### src/rtl/rst_sequencer.sv
// ---------------------------------------------------------------------------
// rst_sequencer
//   Central reset controller for the OrangeCrab fabric. It accepts reset
//   requests from the button front end (short press = system reset, long
//   press = boot reset) and from a software register bit. It holds every
//   downstream domain in reset for ASSERT_CLKS cycles, then releases the
//   domains one at a time, lowest index first, STAGE_DELAY_CLKS apart. A boot
//   request parks the block in a terminal BOOT state that drives boot_rst.
//
// Ports
//   clk           system clock (48 MHz)
//   rst           asynchronous active-high reset
//   btn_rst_req   short-press request, acted on at its rising edge
//   btn_boot_req  long-press request, acted on at its rising edge
//   sw_rst_req    software request, acted on at its rising edge
//   domain_rst    per-domain active-high reset, bit 0 released first
//   boot_rst      bootloader reboot request (terminal)
//   busy          high while any domain is held in reset
//   rst_cause     last accepted source: 0 POR, 1 button, 2 software, 3 boot
// ---------------------------------------------------------------------------
module rst_sequencer #(
    parameter int NUM_DOMAINS      = 3,
    parameter int ASSERT_CLKS      = 480000,
    parameter int STAGE_DELAY_CLKS = 48,
    parameter int CNT_WL           = 20
) (
    input  logic                   clk,
    input  logic                   rst,
    input  logic                   btn_rst_req,
    input  logic                   btn_boot_req,
    input  logic                   sw_rst_req,
    output logic [NUM_DOMAINS-1:0] domain_rst,
    output logic                   boot_rst,
    output logic                   busy,
    output logic [1:0]             rst_cause
);

    localparam logic [1:0] ST_ASSERT  = 2'd0;
    localparam logic [1:0] ST_RELEASE = 2'd1;
    localparam logic [1:0] ST_IDLE    = 2'd2;
    localparam logic [1:0] ST_BOOT    = 2'd3;

    localparam logic [1:0] CAUSE_BTN  = 2'd1;
    localparam logic [1:0] CAUSE_SW   = 2'd2;
    localparam logic [1:0] CAUSE_BOOT = 2'd3;

    // Index must be able to hold NUM_DOMAINS-1 plus the post-increment value.
    localparam int IDX_W = $clog2(NUM_DOMAINS + 1);

    localparam logic [CNT_WL-1:0] ASSERT_LAST = CNT_WL'(ASSERT_CLKS - 1);
    localparam logic [CNT_WL-1:0] STAGE_LAST  = CNT_WL'(STAGE_DELAY_CLKS - 1);
    localparam logic [IDX_W-1:0]  IDX_LAST    = IDX_W'(NUM_DOMAINS - 1);

    logic [1:0]             state_q, state_d;
    logic [CNT_WL-1:0]      cnt_q, cnt_d;
    logic [IDX_W-1:0]       idx_q, idx_d;
    logic [NUM_DOMAINS-1:0] dom_q, dom_d;
    logic                   boot_q, boot_d;
    logic                   busy_q, busy_d;
    logic [1:0]             cause_q, cause_d;

    // Previous-value flops for edge detection: {boot, btn, sw}.
    logic [2:0]             prev_q;

    logic btn_edge, boot_edge, sw_edge;
    logic [NUM_DOMAINS-1:0] rel_mask;

    assign btn_edge  = btn_rst_req  & ~prev_q[1];
    assign boot_edge = btn_boot_req & ~prev_q[2];
    assign sw_edge   = sw_rst_req   & ~prev_q[0];

    // One-hot mask selecting the domain released at the current stage.
    genvar gi;
    generate
        for (gi = 0; gi < NUM_DOMAINS; gi++) begin : g_rel_mask
            assign rel_mask[gi] = (idx_q == IDX_W'(gi));
        end
    endgenerate

    always_comb begin
        state_d = state_q;
        cnt_d   = cnt_q;
        idx_d   = idx_q;
        dom_d   = dom_q;
        boot_d  = boot_q;
        busy_d  = busy_q;
        cause_d = cause_q;

        if (state_q != ST_BOOT && boot_edge) begin
            state_d = ST_BOOT;
            cnt_d   = '0;
            idx_d   = '0;
            dom_d   = '1;
            boot_d  = 1'b1;
            busy_d  = 1'b1;
            cause_d = CAUSE_BOOT;
        end else if ((state_q == ST_IDLE || state_q == ST_RELEASE) &&
                     (btn_edge || sw_edge)) begin
            // Re-asserts every domain, including ones already released.
            state_d = ST_ASSERT;
            cnt_d   = '0;
            idx_d   = '0;
            dom_d   = '1;
            busy_d  = 1'b1;
            cause_d = btn_edge ? CAUSE_BTN : CAUSE_SW;
        end else begin
            case (state_q)
                ST_ASSERT: begin
                    if (cnt_q == ASSERT_LAST) begin
                        cnt_d = '0;
                        dom_d = dom_q & ~NUM_DOMAINS'(1);
                        if (NUM_DOMAINS == 1) begin
                            state_d = ST_IDLE;
                            busy_d  = 1'b0;
                        end else begin
                            state_d = ST_RELEASE;
                            idx_d   = IDX_W'(1);
                        end
                    end else begin
                        cnt_d = cnt_q + 1'b1;
                    end
                end
                ST_RELEASE: begin
                    if (cnt_q == STAGE_LAST) begin
                        cnt_d = '0;
                        dom_d = dom_q & ~rel_mask;
                        idx_d = idx_q + 1'b1;
                        if (idx_q == IDX_LAST) begin
                            state_d = ST_IDLE;
                            busy_d  = 1'b0;
                        end
                    end else begin
                        cnt_d = cnt_q + 1'b1;
                    end
                end
                default: ;
            endcase
        end
    end

    always_ff @(posedge clk or posedge rst) begin
        if (rst) begin
            state_q <= ST_ASSERT;
            cnt_q   <= '0;
            idx_q   <= '0;
            dom_q   <= '1;
            boot_q  <= 1'b0;
            busy_q  <= 1'b1;
            cause_q <= 2'd0;
            // High so a request held through reset is not seen as an edge.
            prev_q  <= 3'b111;
        end else begin
            state_q <= state_d;
            cnt_q   <= cnt_d;
            idx_q   <= idx_d;
            dom_q   <= dom_d;
            boot_q  <= boot_d;
            busy_q  <= busy_d;
            cause_q <= cause_d;
            prev_q  <= {btn_boot_req, btn_rst_req, sw_rst_req};
        end
    end

    assign domain_rst = dom_q;
    assign boot_rst   = boot_q;
    assign busy       = busy_q;
    assign rst_cause  = cause_q;

endmodule

### config.mk
export PLATFORM = sky130hd
export DESIGN_NAME = rst_sequencer
export DESIGN_NICKNAME = d
export VERILOG_FILES = /design/src/rtl/rst_sequencer.sv
export SDC_FILE = /design/constraint.sdc
export NUM_CORES = 1
export LEC_CHECK = 0
export ABC_AREA = 1
export CAP_MARGIN = 20
export CELL_PAD_IN_SITES_DETAIL_PLACEMENT = 0
export CELL_PAD_IN_SITES_GLOBAL_PLACEMENT = 1
export CORE_MARGIN = 2
export CORE_UTILIZATION = 45
export DETAILED_ROUTE_END_ITERATION = 12
export DONT_BUFFER_PORTS = 1
export PLACE_DENSITY = 0.75
export SETUP_SLACK_MARGIN = 0.2
export SYNTH_ARGS = -nofsm -noshare
export SYNTH_HDL_FRONTEND = slang
export SYNTH_SLANG_ARGS = --single-unit
### constraint.sdc
create_clock -name clk -period 2.3 [get_ports clk]
set_clock_uncertainty 0.1 [all_clocks]
set_input_delay 0 -clock clk [delete_from_list [all_inputs] [get_ports clk]]
set_output_delay 0 -clock clk [all_outputs]
set_load 0.1 [all_outputs]
==> results of run 1 <==
==> worst min-delay path, cell delays in order <==
cell and delay [ns]:
dlygate4sd3_1 0.54, inv_1 0.06, buf_4 0.38
==> power groups by stage <==
stage / clock network [uW] / logic [uW] / registers (uW)
3_5_place_dp: 0 / 1240 / 771
2_1_floorplan: 0 / 876 / 940
3_3_place_gp: 0 / 1240 / 769
6_report: 476 / 1590 / 758
5_1_grt: 516 / 1760 / 771
4_1_cts: 493 / 1270 / 760
==> stage by stage <==
step | setup WS, ns | cells
2_1_floorplan | 0.460 | 283
3_3_place_gp | 0.227 | 337
3_5_place_dp | 0.164 | 337
4_1_cts | 0.217 | 349
5_1_grt | 0.177 | 355
6_report | 0.300 | 355
==> registers in the layout (all words and copies together), names as in the netlist <==
register,cells
prev_q,3
cnt_q,20
busy,1
domain_rst,3
state_q,2
rst_cause,2
idx_q,2
boot_rst,1
==> synth_stat cells (all sizes together) <==
library cell  count  area share, %
a21oi            12            3.4
buf               3            1.4
clkinv            1           0.18
dfrtp            27             32
dfstp             7            8.7
ha                7            4.1
inv              39            7.0
nand2            82             15
nand3            28            8.4
nand3b            1           0.35
nand4             7            2.1
nor2             44            9.1
nor3              9            3.4
o2111ai           2           0.83
o21ai            10            2.4
xor2              4            1.7
==> what timing repair did <==
item                                    CTS  global route
setup buffers                             0             4
endpoints found under the hold margin    45             0
gates cloned                              0             2
gates resized for setup                   1            14
hold buffers                              4             0
endpoints found under the setup margin   11            19
pin swaps                                 0             4
==> cells by family (layout without fill, tap and decap cells) <==
logic type	Yosys count	in the layout	synth area share [%]
and+or+nand+nor	171	173	38.5
buffers and inverters	43	61	8.62
DFF	34	34	40.6
adders and majority gates	7	7	4.13
xor gates and xnor gates	4	4	1.65
AOI/OAI and AO/OA	24	24	6.55
==> final cells by class <==
cell class / count / area [um^2]
fill: 441 / 1980
timing repair buffer: 13 / 120
clock buffer: 6 / 82.6
sequential: 34 / 860
clock inverter: 2 / 12.5
multi-input combinational: 208 / 1170
tap: 52 / 65.1
inverter: 40 / 155
==> path summary, 6_finish.rpt <==
| kind | start | end | slack [ns] | cells after the start |
|---|---|---|---|---|
| max reg2reg | state_q[0] | cnt_q[3] | 0.30 | 11 |
| max in group asynchronous | rst | domain_rst[1] | 1.58 | 3 |
| min reg2reg | domain_rst[0] | domain_rst[0] | 0.37 | 2 |
| min in group clk | sw_rst_req | prev_q[0] | 0.20 | 1 |
| max | state_q[0] | cnt_q[3] | 0.30 | 11 |
| min | rst | boot_rst | 0.16 | 3 |
==> metal layers <==
layer  vias up  global-route usage, %
li1        945                      -
met4         0                   6.17
met2        46                   29.4
met1       861                   30.5
met3         2                   5.94
met5         -                      0
==> results.rst, run 1 <==
.. list-table::
   :header-rows: 1

   * - Metric
     - Value
   * - Outcome
     - finished clean
   * - Post-route ant nets
     - 0
   * - Wire length of the first global-routing pass
     - 8340 um
   * - Sinks on Clock Net
     - 34
   * - Fraction of power consumed by the clock network
     - between 10% and 20%
   * - Synthesized area divided by synthesized cell count
     - approximately 7.5 um^2
   * - Number of standard-cell rows in the floorplan
     - 24
   * - Class of the worst hold path
     - in2async
   * - Logic pwr share
     - between 50% and 60%
   * - Core utilization of the finished layout
     - 55.5%
   * - Required arrival time at the worst endpoint
     - between 2 and 2.5 ns
   * - Crit. End Element
     - flip-flop
   * - Number of antenna violations at the first check in global routing
     - 0
   * - Setup Crit Path Kind
     - reg2reg
   * - Worst Hold Margin
     - approximately 0.16 ns
   * - Crit-path cells
     - buf_4, ha_1, nor2_2, nand2_4, nand3_4, nor2_4, buf_12, nand2_8, nand3_4, inv_6, nor2_1
   * - Cell with the biggest individual delay on the critical path
     - dfrtp_1
   * - Source-to-sink clock delay at the later pin of the worst-skew pair
     - ~0.29 ns
   * - Routed wire length on met2
     - between 2000 and 2500 um
   * - Buf+Inv Stages, Crit Path
     - 3
   * - Met1 routed wirelength after detailed routing
     - 2510 um
   * - Slew Limit Headroom
     - 66.2%
   * - Chip Height
     - 72.6 um
   * - Starting utilization of the core area
     - 47.7%
   * - Transition time of the tightest slew-check pin
     - roughly 0.51 ns
   * - Maximum buffer depth of the clock tree
     - 2
   * - Detail Placement HPWL
     - around 3400 um
   * - CTS buffer count
     - 5
   * - Total number of H-tree levels
     - 2
   * - Wire length reported by the detailed router
     - between 5000 and 6000 um
   * - Number of endpoints failing setup at the final stage
     - 0
   * - Vias in the first global route
     - 1746
   * - Gp weighted congestion
     - between 0.8 and 0.9
   * - Commonest cells after routing, fill and taps aside
     - nand2_1, nor2_1, inv_1, dfrtp_1, nand3_1
   * - Cell area after synthesis
     - 2120 um^2
   * - Vias
     - 1854
   * - Yosys warns
     - 0
   * - Switching share of power
     - between 40% and 50%
   * - Detailed route wirelength on metal3
     - roughly 260 um
   * - Startpoint types
     - flip-flop
   * - Placeable core region
     - ~4400 um^2
   * - Clock tree from TritonCTS
     - done
   * - Length of the first detailed-routing pass in iterations
     - 4
   * - Layout cell share with drive strength beyond 1
     - a little under a fifth
   * - Mapped Nets
     - between 200 and 300
   * - Kind of cell adding the most delay to the critical path
     - simple AND/OR/NAND/NOR gates
   * - Hold violation total from the final report
     - 0
   * - Post-layout nets
     - 314
   * - Final Cycle Share
     - 86.9%
   * - Syn-to-layout area delta
     - 16.4%
   * - Net switching power
     - between 1000 and 1500 uW
   * - Sequential share of power
     - 26.9%
   * - Overall Global Routing Usage
     - 20.7%
   * - Power Internal
     - 1440 uW
   * - Sequential-to-total area share from yosys stat
     - 40.6%
   * - Cell count after synthesis
     - about 280
   * - Sum of internal, switching and leakage power
     - 2820 uW
   * - Setup Total Neg Slack
     - 0 ns
   * - RSZ-0062 raised after global routing
     - true
   * - Diodes inserted
     - 0
   * - Crit path arrival time
     - ~2.1 ns
   * - Input/output buffers
     - 0
   * - Placement Cell Area
     - about 2200 um^2
   * - Leak
     - between 0.001 and 0.0015 uW
   * - Final instance area
     - approximately 2500 um^2
   * - Largest driver fanout on the critical path
     - 9
   * - Average routed wire per standard cell
     - about 14 um
   * - Uppermost layer routed
     - met4
   * - Seq cells post-synth
     - 34
   * - Cell Pwr Density
     - about 1100 nW/um^2
   * - Clock-pin slew of the registers on the worst-case setup and hold paths
     - around 0.080 ns
   * - Most common library cell in the layout ignoring fill and taps
     - nand2_1
   * - Max_cap viols
     - 0
   * - Peak clock frequency supported by timing
     - about 0.50 GHz
   * - Delay of the slowest cell on the worst path
     - 0.41 ns
   * - Overflow left after global routing
     - 0
   * - Largest net degree at the start of global routing
     - 35
   * - I/O pin total
     - 12
   * - Cell chosen for the clock root
     - clkbuf_8
   * - Shortest period the worst path allows
     - roughly 2 ns
   * - Vias per cell
     - 5.22
   * - Max rail drop VDD
     - roughly 440 uV
   * - Unique masters post-synth
     - 28
   * - Die extent in x
     - 72.6 um
   * - Die Area
     - 5280 um^2
   * - DR DRC count
     - 0
   * - Most prevalent standard cell on the critical path
     - nand3_4
   * - First DRT Iteration DRCs
     - 86
   * - Final Slew Violations
     - 0
No activity file was read; power rests on OpenSTA's default activity.
==> inputs of run 2 (changes only) <==
--- a/config.mk
+++ b/config.mk
@@ -9,10 +9,11 @@
 export CAP_MARGIN = 20
 export CELL_PAD_IN_SITES_DETAIL_PLACEMENT = 0
-export CELL_PAD_IN_SITES_GLOBAL_PLACEMENT = 1
+export CELL_PAD_IN_SITES_GLOBAL_PLACEMENT = 2
 export CORE_MARGIN = 2
-export CORE_UTILIZATION = 45
+export CORE_UTILIZATION = 37
 export DETAILED_ROUTE_END_ITERATION = 12
 export DONT_BUFFER_PORTS = 1
-export PLACE_DENSITY = 0.75
+export HOLD_SLACK_MARGIN = 0.06
+export PLACE_DENSITY = 0.78
 export SETUP_SLACK_MARGIN = 0.2
 export SYNTH_ARGS = -nofsm -noshare
--- a/constraint.sdc
+++ b/constraint.sdc
@@ -3,3 +3,3 @@
 set_input_delay 0 -clock clk [delete_from_list [all_inputs] [get_ports clk]]
 set_output_delay 0 -clock clk [all_outputs]
-set_load 0.1 [all_outputs]
+set_load 0.02 [all_outputs]
==> results.rst, run 2 (synthesized netlist as in run 1, its figures left out) <==
.. list-table::
   :header-rows: 1

   * - Metric
     - Value
   * - Outcome
     - finished clean
   * - Critical path endpoint
     - cnt_q[5]
   * - Max rail drop VDD
     - around 440 uV
   * - Syn-to-layout area delta
     - 16.3%
   * - Clock tree from TritonCTS
     - done
   * - Post-layout nets
     - slightly above 300
   * - Length of the first detailed-routing pass in iterations
     - 5
   * - Die Area
     - 6350 um^2
   * - Transition time of the tightest slew-check pin
     - 0.573 ns
   * - Crit path arrival time
     - about 2.1 ns
   * - Sinks on Clock Net
     - 34
   * - Layout cell share with drive strength beyond 1
     - about 16%
   * - RSZ-0062 raised after global routing
     - false
   * - Wire length of the first global-routing pass
     - about 8600 um
   * - Cell chosen for the clock root
     - clkbuf_8
   * - Overflow left after global routing
     - 0
   * - Most common library cell in the layout ignoring fill and taps
     - nand2_1
   * - Power Internal
     - about 1600 uW
   * - Internal reg-to-reg setup slack
     - roughly 0.28 ns
   * - Startpoint types
     - flip-flop
   * - Number of gates on the worst path with buffers counted
     - 10
   * - Total placed cells including tap cells
     - about 350
   * - Leak
     - 0.00117 uW
   * - Worst setup path startpoint
     - state_q[1]
   * - Register with the most flip-flops
     - cnt_q
   * - Detail Placement HPWL
     - 3780 um
   * - Largest driver fanout on the critical path
     - 12
   * - Net switching power
     - roughly 1200 uW
   * - I/O pin total
     - 12
   * - Total number of H-tree levels
     - 2
   * - Wire length reported by the detailed router
     - around 5200 um
   * - Max_cap viols
     - 0
   * - Core utilization of the finished layout
     - 44.8%
   * - Switching share of power
     - a little over two fifths
   * - Crit. End Element
     - flip-flop
   * - Number of antenna violations at the first check in global routing
     - 0
   * - Sequential share of power
     - between 20% and 30%
   * - Final Cycle Share
     - between 80 and 90%
   * - Worst Hold Margin
     - 0.0922 ns
   * - Vias
     - approximately 1800
   * - Worst reg-to-reg path cell count
     - 10
   * - Maximum buffer depth of the clock tree
     - 2
   * - Number of standard-cell rows in the floorplan
     - 27
   * - DR DRC count
     - 0
   * - Cell with the biggest individual delay on the critical path
     - dfrtp_1
   * - Clock-pin slew of the registers on the worst-case setup and hold paths
     - 0.08 ns
   * - Commonest cells after routing, fill and taps aside
     - nand2_1, nor2_1, inv_1, dfrtp_1, nand3_1
   * - Setup Crit Path Kind
     - reg2reg
   * - Shortest period the worst path allows
     - just over 2 ns
   * - Required arrival time at the worst endpoint
     - approximately 2.4 ns
   * - Starting utilization of the core area
     - a little under 40%
   * - Peak clock frequency supported by timing
     - a little under 0.5 GHz
   * - Non-filler instance count after layout
     - ~370
   * - Hold violation total from the final report
     - 0
   * - Input/output buffers
     - 0
   * - Chip Height
     - about 80 um
   * - Vias per cell
     - 4.85
   * - Capture point of the worst reg-to-reg path
     - cnt_q[5]
   * - Largest net degree at the start of global routing
     - 25
   * - Final instance area
     - 2460 um^2
   * - Average routed wire per standard cell
     - roughly 14 um
   * - Class of the worst hold path
     - in2async
   * - Number of endpoints failing setup at the final stage
     - 0
   * - Delay of the slowest cell on the worst path
     - 0.41 ns
   * - Launch point of the worst reg-to-reg path
     - state_q[1]
   * - Vias in the first global route
     - approximately 1700
   * - Crit-path cells
     - inv_1, ha_4, nand3_2, nand3_4, nor2_4, buf_4, nand2_4, nand2_1, nor2_1, nor3_2
   * - First DRT Iteration DRCs
     - 103
   * - Kind of cell adding the most delay to the critical path
     - simple AND/OR/NAND/NOR gates
   * - Fraction of power consumed by the clock network
     - 24.6%
   * - Die extent in x
     - around 80 um
   * - Final Slew Violations
     - 0
   * - Diodes inserted
     - 0
   * - CTS buffer count
     - 5
   * - Source-to-sink clock delay at the later pin of the worst-skew pair
     - about 0.30 ns
   * - Gp weighted congestion
     - approximately 0.78
   * - Flip-flop count of the largest register, all copies and words added
     - 20
   * - Logic pwr share
     - a little under half
   * - Slew Limit Headroom
     - about three fifths
   * - Buf+Inv Stages, Crit Path
     - 2
   * - Post-route ant nets
     - 0
   * - Placeable core region
     - roughly 5500 um^2
   * - Cell Pwr Density
     - roughly 1100 nW/um^2
   * - Setup Total Neg Slack
     - 0 ns
   * - Overall Global Routing Usage
     - 17.6%
   * - Placement Cell Area
     - ~2200 um^2
run 2: how the worst min path moves through the flow:
stage	from	endpoint	slack, ns	cells past startpoint
finish	rst	rst_cause[1]	0.09	2
global route	rst	rst_cause[1]	0.14	2
CTS	rst	rst_cause[1]	0.13	2
detailed placement	rst	rst_cause[1]	-0.11	1
global placement	rst	rst_cause[1]	-0.12	1
floorplan	sw_rst_req	prev_q[0]	-0.1	0
run 2: worst reg2reg max path, delay by kind of cell, from the launching register on:
kind / cells / cell delay (ns)
adder cells (fa/ha/maj): 1 / 0.24
flip-flops: 1 / 0.41
buffers and inverters: 2 / 0.30
AND/OR/NAND/NOR: 7 / 0.90
run 2: layout make-up:
cell class / count / area, um^2
multi-input combinational: 207 / 1130
fill: 581 / 3040
inverter: 40 / 153
tap: 72 / 90.1
clock inverter: 3 / 68.8
timing repair buffer: 11 / 95.1
clock buffer: 5 / 68.8
sequential: 34 / 860
run 2: per-layer routing:
layer  global-route usage, %  part of all wire [%]  vias to the layer above
met1                    25.5                    52                      839
li1                        -                     -                      936
met5                       0                     0                        -
met3                    3.62                   3.0                        6
met4                    5.17                   1.2                        0
met2                    26.5                    44                       22
run 2: power by group through the flow:
stage / clock network, uW / logic, uW / registers [uW]
2_1_floorplan: 0 / 876 / 791
3_3_place_gp: 0 / 1050 / 808
3_5_place_dp: 0 / 1050 / 810
4_1_cts: 692 / 1100 / 799
5_1_grt: 713 / 1410 / 810
6_report: 676 / 1270 / 797
run 2: through the flow:
stage	total power, uW	setup slack [ns]
global route	2930	0.159
global placement	1860	0.249
floorplan	1670	0.460
finish	2740	0.278
CTS	2590	0.217
detailed placement	1860	0.167
run 2: what timing repair did:
| action | 4_1_cts | 5_1_grt |
|---|---|---|
| pin swaps | 0 | 3 |
| hold buffers | 5 | 0 |
| setup buffers | 0 | 4 |
| cloned | 0 | 1 |
| gates resized for setup | 1 | 5 |
| setup endpoints to repair | 12 | 16 |
| hold endpoints to repair | 31 | 0 |
==> inputs of run 3 (changes only) <==
- CELL_PAD_IN_SITES_DETAIL_PLACEMENT: 0 -> not set
- CELL_PAD_IN_SITES_GLOBAL_PLACEMENT: 2 -> not set
- CORE_UTILIZATION: 37 -> 45
- PLACE_DENSITY: 0.78 -> 0.59
- REMOVE_ABC_BUFFERS: not set -> 1
==> results.rst, run 3 (synthesized netlist as in run 1, its figures left out) <==
.. list-table::
   :header-rows: 1

   * - Metric
     - Value
   * - Outcome
     - finished clean
   * - Transition time of the tightest slew-check pin
     - roughly 0.38 ns
   * - Leak
     - 0.00115 uW
   * - Delay of the slowest cell on the worst path
     - 0.41 ns
   * - Vias per cell
     - 5.23
   * - Most prevalent standard cell on the critical path
     - nand3_4
   * - Clock-pin slew of the registers on the worst-case setup and hold paths
     - 0.07 ns
   * - Source-to-sink clock delay at the later pin of the worst-skew pair
     - slightly below 0.3 ns
   * - Hold violation total from the final report
     - 0
   * - Register with the most flip-flops
     - cnt_q
   * - Largest net degree at the start of global routing
     - 31
   * - Peak clock frequency supported by timing
     - about 0.50 GHz
   * - Syn-to-layout area delta
     - 13.9%
   * - Die extent in x
     - just over 70 um
   * - Number of standard-cell rows in the floorplan
     - 24
   * - Fraction of power consumed by the clock network
     - a little under a fifth
   * - Number of endpoints failing setup at the final stage
     - 0
   * - Shortest period the worst path allows
     - 1.99 ns
   * - Final Slew Violations
     - 0
   * - Cell with the biggest individual delay on the critical path
     - dfrtp_1
   * - Post-route ant nets
     - 0
   * - Worst Hold Margin
     - 0.194 ns
   * - Startpoint types
     - flip-flop
   * - Flip-flop count of the largest register, all copies and words added
     - 20
   * - Diodes inserted
     - 0
   * - Clock tree from TritonCTS
     - done
   * - First DRT Iteration DRCs
     - about 130
   * - Post-layout nets
     - 310
   * - Gp weighted congestion
     - about 0.85
   * - Crit. End Element
     - flip-flop
   * - Total number of H-tree levels
     - 2
   * - Commonest cells after routing, fill and taps aside
     - nand2_1, nor2_1, inv_1, dfrtp_1, nand3_1
   * - Starting utilization of the core area
     - a little under half
   * - Crit path arrival time
     - 2.10 ns
   * - Maximum buffer depth of the clock tree
     - 2
   * - I/O pin total
     - 12
   * - Sum of internal, switching and leakage power
     - between 2000 and 3000 uW
   * - Average routed wire per standard cell
     - 13.6 um
   * - Wire length reported by the detailed router
     - around 4800 um
   * - Net switching power
     - 1180 uW
   * - Sequential share of power
     - about a third
   * - Input/output buffers
     - 0
   * - DR DRC count
     - 0
   * - Number of antenna violations at the first check in global routing
     - 0
   * - Cell chosen for the clock root
     - clkbuf_8
   * - Placeable core region
     - 4440 um^2
   * - Cell Pwr Density
     - 1050 nW/um^2
   * - Max_cap viols
     - 0
   * - CTS buffer count
     - 5
   * - Total placed cells including tap cells
     - around 330
   * - Setup Total Neg Slack
     - 0 ns
   * - Layout cell share with drive strength beyond 1
     - about 16%
   * - Required arrival time at the worst endpoint
     - between 2 and 2.5 ns
   * - Vias
     - around 1800
   * - Non-filler instance count after layout
     - around 350
   * - Class of the worst hold path
     - in2async
   * - Logic pwr share
     - 50.0%
   * - RSZ-0062 raised after global routing
     - false
   * - Length of the first detailed-routing pass in iterations
     - 4
   * - Setup Crit Path Kind
     - reg2reg
   * - Final Cycle Share
     - 86.3%
   * - Sinks on Clock Net
     - 34
   * - Slew Limit Headroom
     - between 70 and 80%
   * - Max rail drop VDD
     - around 600 uV
   * - Vias in the first global route
     - around 1700
   * - Most common library cell in the layout ignoring fill and taps
     - nand2_1
   * - Overflow left after global routing
     - 0
   * - Largest driver fanout on the critical path
     - 15
   * - Switching share of power
     - 46.3%
   * - Crit-path cells
     - inv_1, ha_4, nand3_4, nand3_4, nor2_4, buf_4, nand2_8, nand3_1, nand2_1, nor2_1
   * - Detail Placement HPWL
     - 3360 um
   * - Wire length of the first global-routing pass
     - between 8000 and 9000 um
   * - Overall Global Routing Usage
     - between 20 and 25%
   * - Chip Height
     - about 73 um
   * - Power Internal
     - roughly 1400 uW
   * - Die Area
     - roughly 5300 um^2
run 3: area by class of cell:
| class | count | area (um^2) |
|---|---|---|
| Multi-Input combinational cell | 207 | 1160 |
| Inverter | 40 | 153 |
| Fill cell | 436 | 2030 |
| Tap cell | 52 | 65.1 |
| Clock buffer | 7 | 86.3 |
| Sequential cell | 34 | 860 |
| Clock inverter | 1 | 5.00 |
| Timing Repair Buffer | 10 | 87.6 |
run 3: worst paths after layout:
check	start	end	slack, ns	cells past startpoint
worst max-delay path	state_q[1]	cnt_q[4]	0.31	10
worst min register to register	cnt_q[0]	cnt_q[0]	0.40	1
min in group clk	btn_rst_req	prev_q[1]	0.21	1
worst max register to register	state_q[1]	cnt_q[4]	0.31	10
worst min-delay path	rst	prev_q[2]	0.19	2
max in group asynchronous	rst	idx_q[0]	1.13	3
run 3: repair_timing:
item,4_1_cts,5_1_grt
gates resized for setup,1,10
hold buffers,5,0
endpoints found under the setup margin,11,19
gates cloned,0,1
pin swaps,0,4
endpoints found under the hold margin,47,0
buffers inserted,0,4
run 3: critical path: cells and delay by family, from the launching register on:
| family | cells | cell delay, ns |
|---|---|---|
| and+or+nand+nor | 7 | 0.85 |
| DFF | 1 | 0.41 |
| buffers and inverters | 2 | 0.31 |
| adders and majority gates | 1 | 0.23 |
run 3: power by group through the flow:
stage,clock (uW),sequential [uW],combinational [uW]
2_1_floorplan,0,791,809
3_3_place_gp,0,809,999
3_5_place_dp,0,808,1010
4_1_cts,477,798,1050
5_1_grt,501,812,1410
6_report,471,799,1270
run 3: metrics by stage:
step                      setup WS [ns]  utilization [%]  cell area (um^2)
after floorplan                   0.459                -              2090
after global placement            0.252             48.6              2160
after detailed placement          0.167             48.6              2160
after CTS                         0.235             52.0              2310
after global routing              0.202             54.3              2410
final                             0.315             54.3              2410
run 3: per-layer routing:
metal / global-route usage [%] / up-vias / share of wire [%]
li1: - / 931 / -
met1: 30.6 / 866 / 51
met2: 28.7 / 30 / 43
met3: 4.14 / 7 / 4.8
met4: 6.17 / 0 / 1.2
met5: 0 / - / 0
